==> config.mk <==
export PLATFORM = sky130hd
export DESIGN_NAME = note_lane_scheduler
export DESIGN_NICKNAME = d
export VERILOG_FILES = /design/src/rtl/note_lane_scheduler.sv
export SDC_FILE = /design/constraint.sdc
export NUM_CORES = 1
export LEC_CHECK = 0
export BUFFER_PORTS_ARGS = -buffer_cell sky130_fd_sc_hd__buf_4
export CORE_MARGIN = 2
export CORE_UTILIZATION = 50
export DETAILED_ROUTE_END_ITERATION = 8
export PLACE_DENSITY_LB_ADDON = 0.25
export SKIP_LAST_GASP = 1
export SYNTH_ARGS = -nofsm -noshare
export SYNTH_HDL_FRONTEND = slang
export SYNTH_SLANG_ARGS = --single-unit
==> constraint.sdc <==
create_clock -name clk -period 8.71 [get_ports clk]
set_clock_uncertainty 0.15 [all_clocks]
set_input_delay 0.4355 -clock clk [delete_from_list [all_inputs] [get_ports clk]]
set_output_delay 0.4355 -clock clk [all_outputs]
set_load 0.05 [all_outputs]
==> src/rtl/note_lane_scheduler.sv <==
// Falling-note playfield sequencer for a 4-lane display: spawns notes from a pattern ROM,
// moves/retires them per frame and judges key presses. Optional macro: STRICT_PRESS_EN.
module note_lane_scheduler #(
  parameter int NUM_SLOTS     = 4,
  parameter int Y_WIDTH       = 10,
  parameter int SCREEN_HEIGHT = 480,
  parameter int NOTE_HEIGHT   = 50,
  parameter int HIT_Y         = 350,
  parameter int HIT_H         = 20,
  parameter int SPAWN_Y       = 0,
  parameter int SPEED         = 1,
  parameter int SONG_LEN      = 63,
  parameter int ADDR_WIDTH    = 6
) (
  input  logic                             clk,
  input  logic                             reset,
  input  logic                             start,
  input  logic                             frame_tick,
  input  logic                             beat_tick,
  input  logic [3:0]                       key,
  output logic [ADDR_WIDTH-1:0]            pat_addr,
  input  logic [3:0]                       pat_data,
  output logic [4*NUM_SLOTS-1:0]           note_valid,
  output logic [4*NUM_SLOTS*Y_WIDTH-1:0]   note_y,
  output logic [3:0]                       hit_pulse,
  output logic [3:0]                       miss_pulse,
  output logic [3:0]                       dropped,
  output logic [15:0]                      hit_count,
  output logic                             busy,
  output logic                             song_done,
  output logic [2:0]                       dbg_state
);

  localparam int NS  = 4 * NUM_SLOTS;
  localparam int YW1 = Y_WIDTH + 1;
  localparam logic [YW1-1:0] SCR_LIM = YW1'(SCREEN_HEIGHT);
  localparam logic [YW1-1:0] WIN_HI  = YW1'(HIT_Y + HIT_H);
  localparam logic [YW1-1:0] WIN_LO  = YW1'(HIT_Y);
  localparam logic [YW1-1:0] NOTE_H  = YW1'(NOTE_HEIGHT);
  localparam logic [YW1-1:0] SPD     = YW1'(SPEED);
  localparam logic [Y_WIDTH-1:0] Y_SPAWN = Y_WIDTH'(SPAWN_Y);
  localparam logic [ADDR_WIDTH-1:0] LAST_ADDR = ADDR_WIDTH'(SONG_LEN - 1);
`ifdef STRICT_PRESS_EN
  localparam bit STRICT = 1'b1;
`else
  localparam bit STRICT = 1'b0;
`endif

  typedef enum logic [2:0] {
    S_IDLE  = 3'd0,
    S_RUN   = 3'd1,
    S_FETCH = 3'd2,
    S_SPAWN = 3'd3,
    S_DRAIN = 3'd4,
    S_DONE  = 3'd5
  } state_t;

  state_t state_q, state_d;
  logic   move_en, judge_en, spawn_en, start_acc;

  logic [NS-1:0]              valid_q, valid_d;
  logic [NS-1:0][Y_WIDTH-1:0] y_q, y_d;
  logic [3:0]                 key_q;
  logic [3:0]                 hit_q, hit_d, miss_q, miss_d, drop_q, drop_d;
  logic [15:0]                cnt_q, cnt_d;
  logic [ADDR_WIDTH-1:0]      addr_q, addr_d;

  logic [3:0]    rise;
  logic [NS-1:0] in_win;
  logic [NS-1:0] judged;
  logic          found, free_found;
  logic [2:0]    nhits;
  logic [YW1-1:0] sum;
  logic [16:0]   cnt_sum;

  always_ff @(posedge clk or negedge reset) begin
    if (!reset) state_q <= S_IDLE;
    else        state_q <= state_d;
  end

  always_comb begin
    state_d = state_q;
    case (state_q)
      S_IDLE:  if (start) state_d = S_RUN;
      S_RUN:   if (beat_tick) state_d = S_FETCH;
      S_FETCH: state_d = S_SPAWN;
      S_SPAWN: state_d = (addr_q == LAST_ADDR) ? S_DRAIN : S_RUN;
      S_DRAIN: if (valid_q == '0) state_d = S_DONE;
      S_DONE:  if (start) state_d = S_RUN;
      default: state_d = S_IDLE;
    endcase
  end

  always_comb begin
    move_en   = (state_q == S_RUN) || (state_q == S_FETCH) ||
                (state_q == S_SPAWN) || (state_q == S_DRAIN);
    judge_en  = (state_q != S_IDLE);
    spawn_en  = (state_q == S_SPAWN);
    start_acc = start && ((state_q == S_IDLE) || (state_q == S_DONE));
    busy      = move_en;
    song_done = (state_q == S_DONE);
    dbg_state = state_q;
  end

  assign rise = key & ~key_q;

  // Hit window test on pre-move y; sums are one bit wider so they cannot wrap.
  for (genvar i = 0; i < NS; i++) begin : g_win
    assign in_win[i] = ({1'b0, y_q[i]} < WIN_HI) && (({1'b0, y_q[i]} + NOTE_H) > WIN_LO);
  end

  always_comb begin
    valid_d    = valid_q;
    y_d        = y_q;
    hit_d      = '0;
    miss_d     = '0;
    drop_d     = '0;
    judged     = '0;
    found      = 1'b0;
    free_found = 1'b0;
    sum        = '0;
    addr_d     = addr_q;

    for (int l = 0; l < 4; l++) begin
      found = 1'b0;
      for (int s = 0; s < NUM_SLOTS; s++) begin
        if (!found && valid_q[l*NUM_SLOTS+s] && in_win[l*NUM_SLOTS+s]) begin
          found = 1'b1;
          if (judge_en && rise[3-l]) begin
            valid_d[l*NUM_SLOTS+s] = 1'b0;
            judged[l*NUM_SLOTS+s]  = 1'b1;
            hit_d[3-l]             = 1'b1;
          end
        end
      end
      if (STRICT && judge_en && rise[3-l] && !found) miss_d[3-l] = 1'b1;
    end

    // A judged slot neither moves nor retires this cycle.
    for (int i = 0; i < NS; i++) begin
      if (move_en && frame_tick && valid_q[i] && !judged[i]) begin
        sum = {1'b0, y_q[i]} + SPD;
        if (sum >= SCR_LIM) begin
          valid_d[i]             = 1'b0;
          miss_d[3 - i/NUM_SLOTS] = 1'b1;
        end else begin
          y_d[i] = sum[Y_WIDTH-1:0];
        end
      end
    end

    // Allocation looks at pre-cycle flags, so a spawned slot is never also moved.
    for (int l = 0; l < 4; l++) begin
      if (spawn_en && pat_data[3-l]) begin
        free_found = 1'b0;
        for (int s = 0; s < NUM_SLOTS; s++) begin
          if (!free_found && !valid_q[l*NUM_SLOTS+s]) begin
            free_found             = 1'b1;
            valid_d[l*NUM_SLOTS+s] = 1'b1;
            y_d[l*NUM_SLOTS+s]     = Y_SPAWN;
          end
        end
        if (!free_found) drop_d[3-l] = 1'b1;
      end
    end

    if (start_acc) addr_d = '0;
    else if (spawn_en && (addr_q != LAST_ADDR)) addr_d = addr_q + 1'b1;
  end

  always_comb begin
    nhits   = 3'(hit_d[0]) + 3'(hit_d[1]) + 3'(hit_d[2]) + 3'(hit_d[3]);
    cnt_sum = {1'b0, cnt_q} + 17'(nhits);
    if (start_acc)        cnt_d = '0;
    else if (cnt_sum[16]) cnt_d = 16'hFFFF;
    else                  cnt_d = cnt_sum[15:0];
  end

  always_ff @(posedge clk or negedge reset) begin
    if (!reset) begin
      valid_q <= '0;
      y_q     <= '0;
      key_q   <= '0;
      hit_q   <= '0;
      miss_q  <= '0;
      drop_q  <= '0;
      cnt_q   <= '0;
      addr_q  <= '0;
    end else begin
      valid_q <= valid_d;
      y_q     <= y_d;
      key_q   <= key;
      hit_q   <= hit_d;
      miss_q  <= miss_d;
      drop_q  <= drop_d;
      cnt_q   <= cnt_d;
      addr_q  <= addr_d;
    end
  end

  assign pat_addr   = addr_q;
  assign note_valid = valid_q;
  assign note_y     = y_q;
  assign hit_pulse  = hit_q;
  assign miss_pulse = miss_q;
  assign dropped    = drop_q;
  assign hit_count  = cnt_q;

endmodule

==> flow_summary.yaml <==
global_route:
  antenna_found_initial: 1
  gr-total-overflow: 0
  grt_pass1_vias: 11800
  grt_pass1_wl_um: 62000
  grt_max_degree: 82
  grt_usage_pct: 26.4
sta:
  layout_setup_ws_ns: 4.21
  holdWs_ns: 0.0964
  rsz0062_at_grt: "false"
  clock.fmax_mhz: 222
  worstMarginPinSlew_ns: 1.04
  slew_headroom_pct: 30.6
  hold_viol: 0
  setup_tns_ns: 0
  fin_crit_ns: 4.50
  setup_viol: 0
  drv_slew: 0
  fin_crit_sh_pct: 51.7
pwr:
  peakVddDrop_v: 0.000235
  pwr_density_cell_mw_per_mm2: 272
  p_leak_nw: 7.32
  fin_total_pwr_mw: 4.42
setup_path:
  arrival_ns: 4.80
  worstPathRequired_ns: 9.01
  start_kind: "flip-flop"
  reg2reg_slack_ns: 4.21
  reg2reg_to: "hit_count[0]$_DFF_PN0_"
  cp_max_fo: 14
  worstSetupPathType: "flip-flop to flip-flop"
  r2r_cells: 12
  rr_startpoint: "dbg_state[0]$_DFFE_PN0P_"
  crit_path_end_kind: "flip-flop"
cts:
  post-cts-setup-buffer-count: 0
  clock_latency_ns: 0.52
  cts_buffer_depth: 3
  clkSlewWorstSetupHoldPaths_ns: 0.06
  cts_tree: "done"
  htree_levels: 1
  cts_sinks: 217
  root_buffer: "clkbuf_16"
  cts_buffers: 25
route:
  avgRoutedWirePerCell_um: 18.5
  viasPerCell: 6.21
  drcViolationCount: 0
  drt_iter0_drc: 1191
  num_vias: 12900
  dr.pass1.iters: 5
  routed_wl_um: 38400
  final_antenna_net_count: 0
layout:
  multi_input_area_mm2: 0.00756
  fin_nets: 1755
  drive_above_1_share_pct: 17.9
  finalNonFillerCells: 2078
  regArea_mm2: 0.00543
  nFillCells: 2347
  area_delta_synth_final_pct: 20.7
synthesis:
  synth_top_cell_by_area: "dfrtp_1"
  ys_top_cells_by_area: "dfrtp_1 40%, nand2_1 5.0%, mux2i_1 4.5%"
  synth_seq_cells: 217
  synth_common_cells: "217 x dfrtp_1, 180 x nand2_1, 93 x nand3_1, 89 x a21oi_1, 76 x nor2_1"
  synth_edf_count: 0
  yosysTopAreaCellShare_pct: 40.4
  synth-main-ff-cell: "dfrtp_1"
  syn-num-nets: 1557
  async_reset_ff_share_pct: 100
  synth_most_common_cell: "dfrtp_1"
  syn_area_per_cell_um2: 8.84
  synth.cell_area_mm2: 0.0135
  synth_cells: 1522
  ys_types: 83
  yosysWarnings: 0
  yosysSeqAreaShare_pct: 40.4
placed_design:
  placedCellCount: 2029
  dpl_worst_slack_ns: 4.27
  portBuffers: 227
  gp_congestion: 0.930
  hpwl_um: 27000
floorplanning:
  dieArea_mm2: 0.0282
  dieHeight_um: 168
  die_w_um: 168
  io_pins: 228
  initial_core_util_pct: 50.5
  rows: 60
  coreArea_mm2: 0.0267
hold_path:
  min_path_type: "primary input to flip-flop"
  whs_endpoint: "dbg_state[2]$_DFFE_PN0P_"
  hold_depth: 4
  worstHoldStart: "start"
outcome:
  status: "finished clean"
flow_run:
  drv_cap: 0
[report_power, final]
part | internal [mW] | switching [mW]
sequential | 1.19 | 0.359
clock | 0.613 | 0.424
combinational | 0.559 | 1.28
total | 2.36 | 2.07
[layout by cell type, fill, tap and decap left out, types with 48 or more instances in the layout]
master,instances
buf_4,237
dfrtp_1,217
nand2_1,180
nand3_1,93
a21oi_1,89
nor2_1,76
mux2i_1,61
nand4_1,54
o31ai_1,53
o21ai_0,49
inv_1,48
[cell type report]
cell class / instances / share of cell area (%)
diodes: 1 / 0.0154
clock buffers: 38 / 4.58
inverters: 48 / 1.11
multi-input cells: 1185 / 46.6
flip-flops and latches: 217 / 33.4
repair buffers: 243 / 11.4
clock inverters: 5 / 0.308
well taps: 341 / 2.63
[through the flow]
step / area, um^2 / util (%)
detailed placement: 15400 / 57.8
global placement: 15400 / 57.8
finish: 16200 / 60.9
floorplan: 13500 / -
global route: 16200 / 60.9
CTS: 16200 / 60.9
[flip-flops by register name, indices dropped and copies added (netlist names)]
name        cells
dbg_state       3
dropped         4
hit_count      16
hit_pulse       4
key_q           4
miss_pulse      4
note_valid     16
note_y        160
pat_addr        6
[repair_timing]
action / in CTS / in global routing
resized for setup: 0 / 0
hold buffers: 5 / 0
hold endpoints to repair: 79 / 0
[per-layer routing]
metal  share of wire [%]  wire length [um]  GRT usage (%)
met5                   0                 0              0
met2                  45             17200           41.1
met1                  45             17100           37.0
met3                 8.3              3200           6.51
met4                 2.2               839           6.88
[worst max-delay path: stages, from the launching register on]
cell and delay (ns):
dfrtp_1 0.53, nor3_1 0.65, nor3b_1 0.26, a21o_1 0.30
fa_1 0.52, inv_1 0.05, fa_1 0.37, inv_1 0.08
fa_1 0.21, nand2_1 0.12, or4_1 0.56, or2_2 0.45
a21oi_1 0.18
[how the worst max path moves through the flow]
stage / start / to / cells after the start
after floorplan: note_y[55]$_DFF_PN0_ / hit_count[10]$_DFF_PN0_ / 17
after detailed placement: dbg_state[0]$_DFFE_PN0P_ / hit_count[2]$_DFF_PN0_ / 12
after CTS: dbg_state[0]$_DFFE_PN0P_ / hit_count[3]$_DFF_PN0_ / 12
after global placement: dbg_state[0]$_DFFE_PN0P_ / hit_count[0]$_DFF_PN0_ / 12
final: dbg_state[0]$_DFFE_PN0P_ / hit_count[0]$_DFF_PN0_ / 12
after global routing: dbg_state[0]$_DFFE_PN0P_ / hit_count[3]$_DFF_PN0_ / 12
[kinds of logic (layout without fill, tap and decap cells)]
group,Yosys count,after routing,share of synthesized area (%)
DFF,217,217,40.4
adders and majority gates,22,22,2.21
AOI/OAI and AO/OA,368,368,19.4
and+or+nand+nor,711,711,28.5
xor gates and xnor gates,22,22,1.43
buffers and inverters,120,334,3.51
other,0,1,0
muxes,62,62,4.62
No activity file was read; power rests on OpenSTA's default activity.
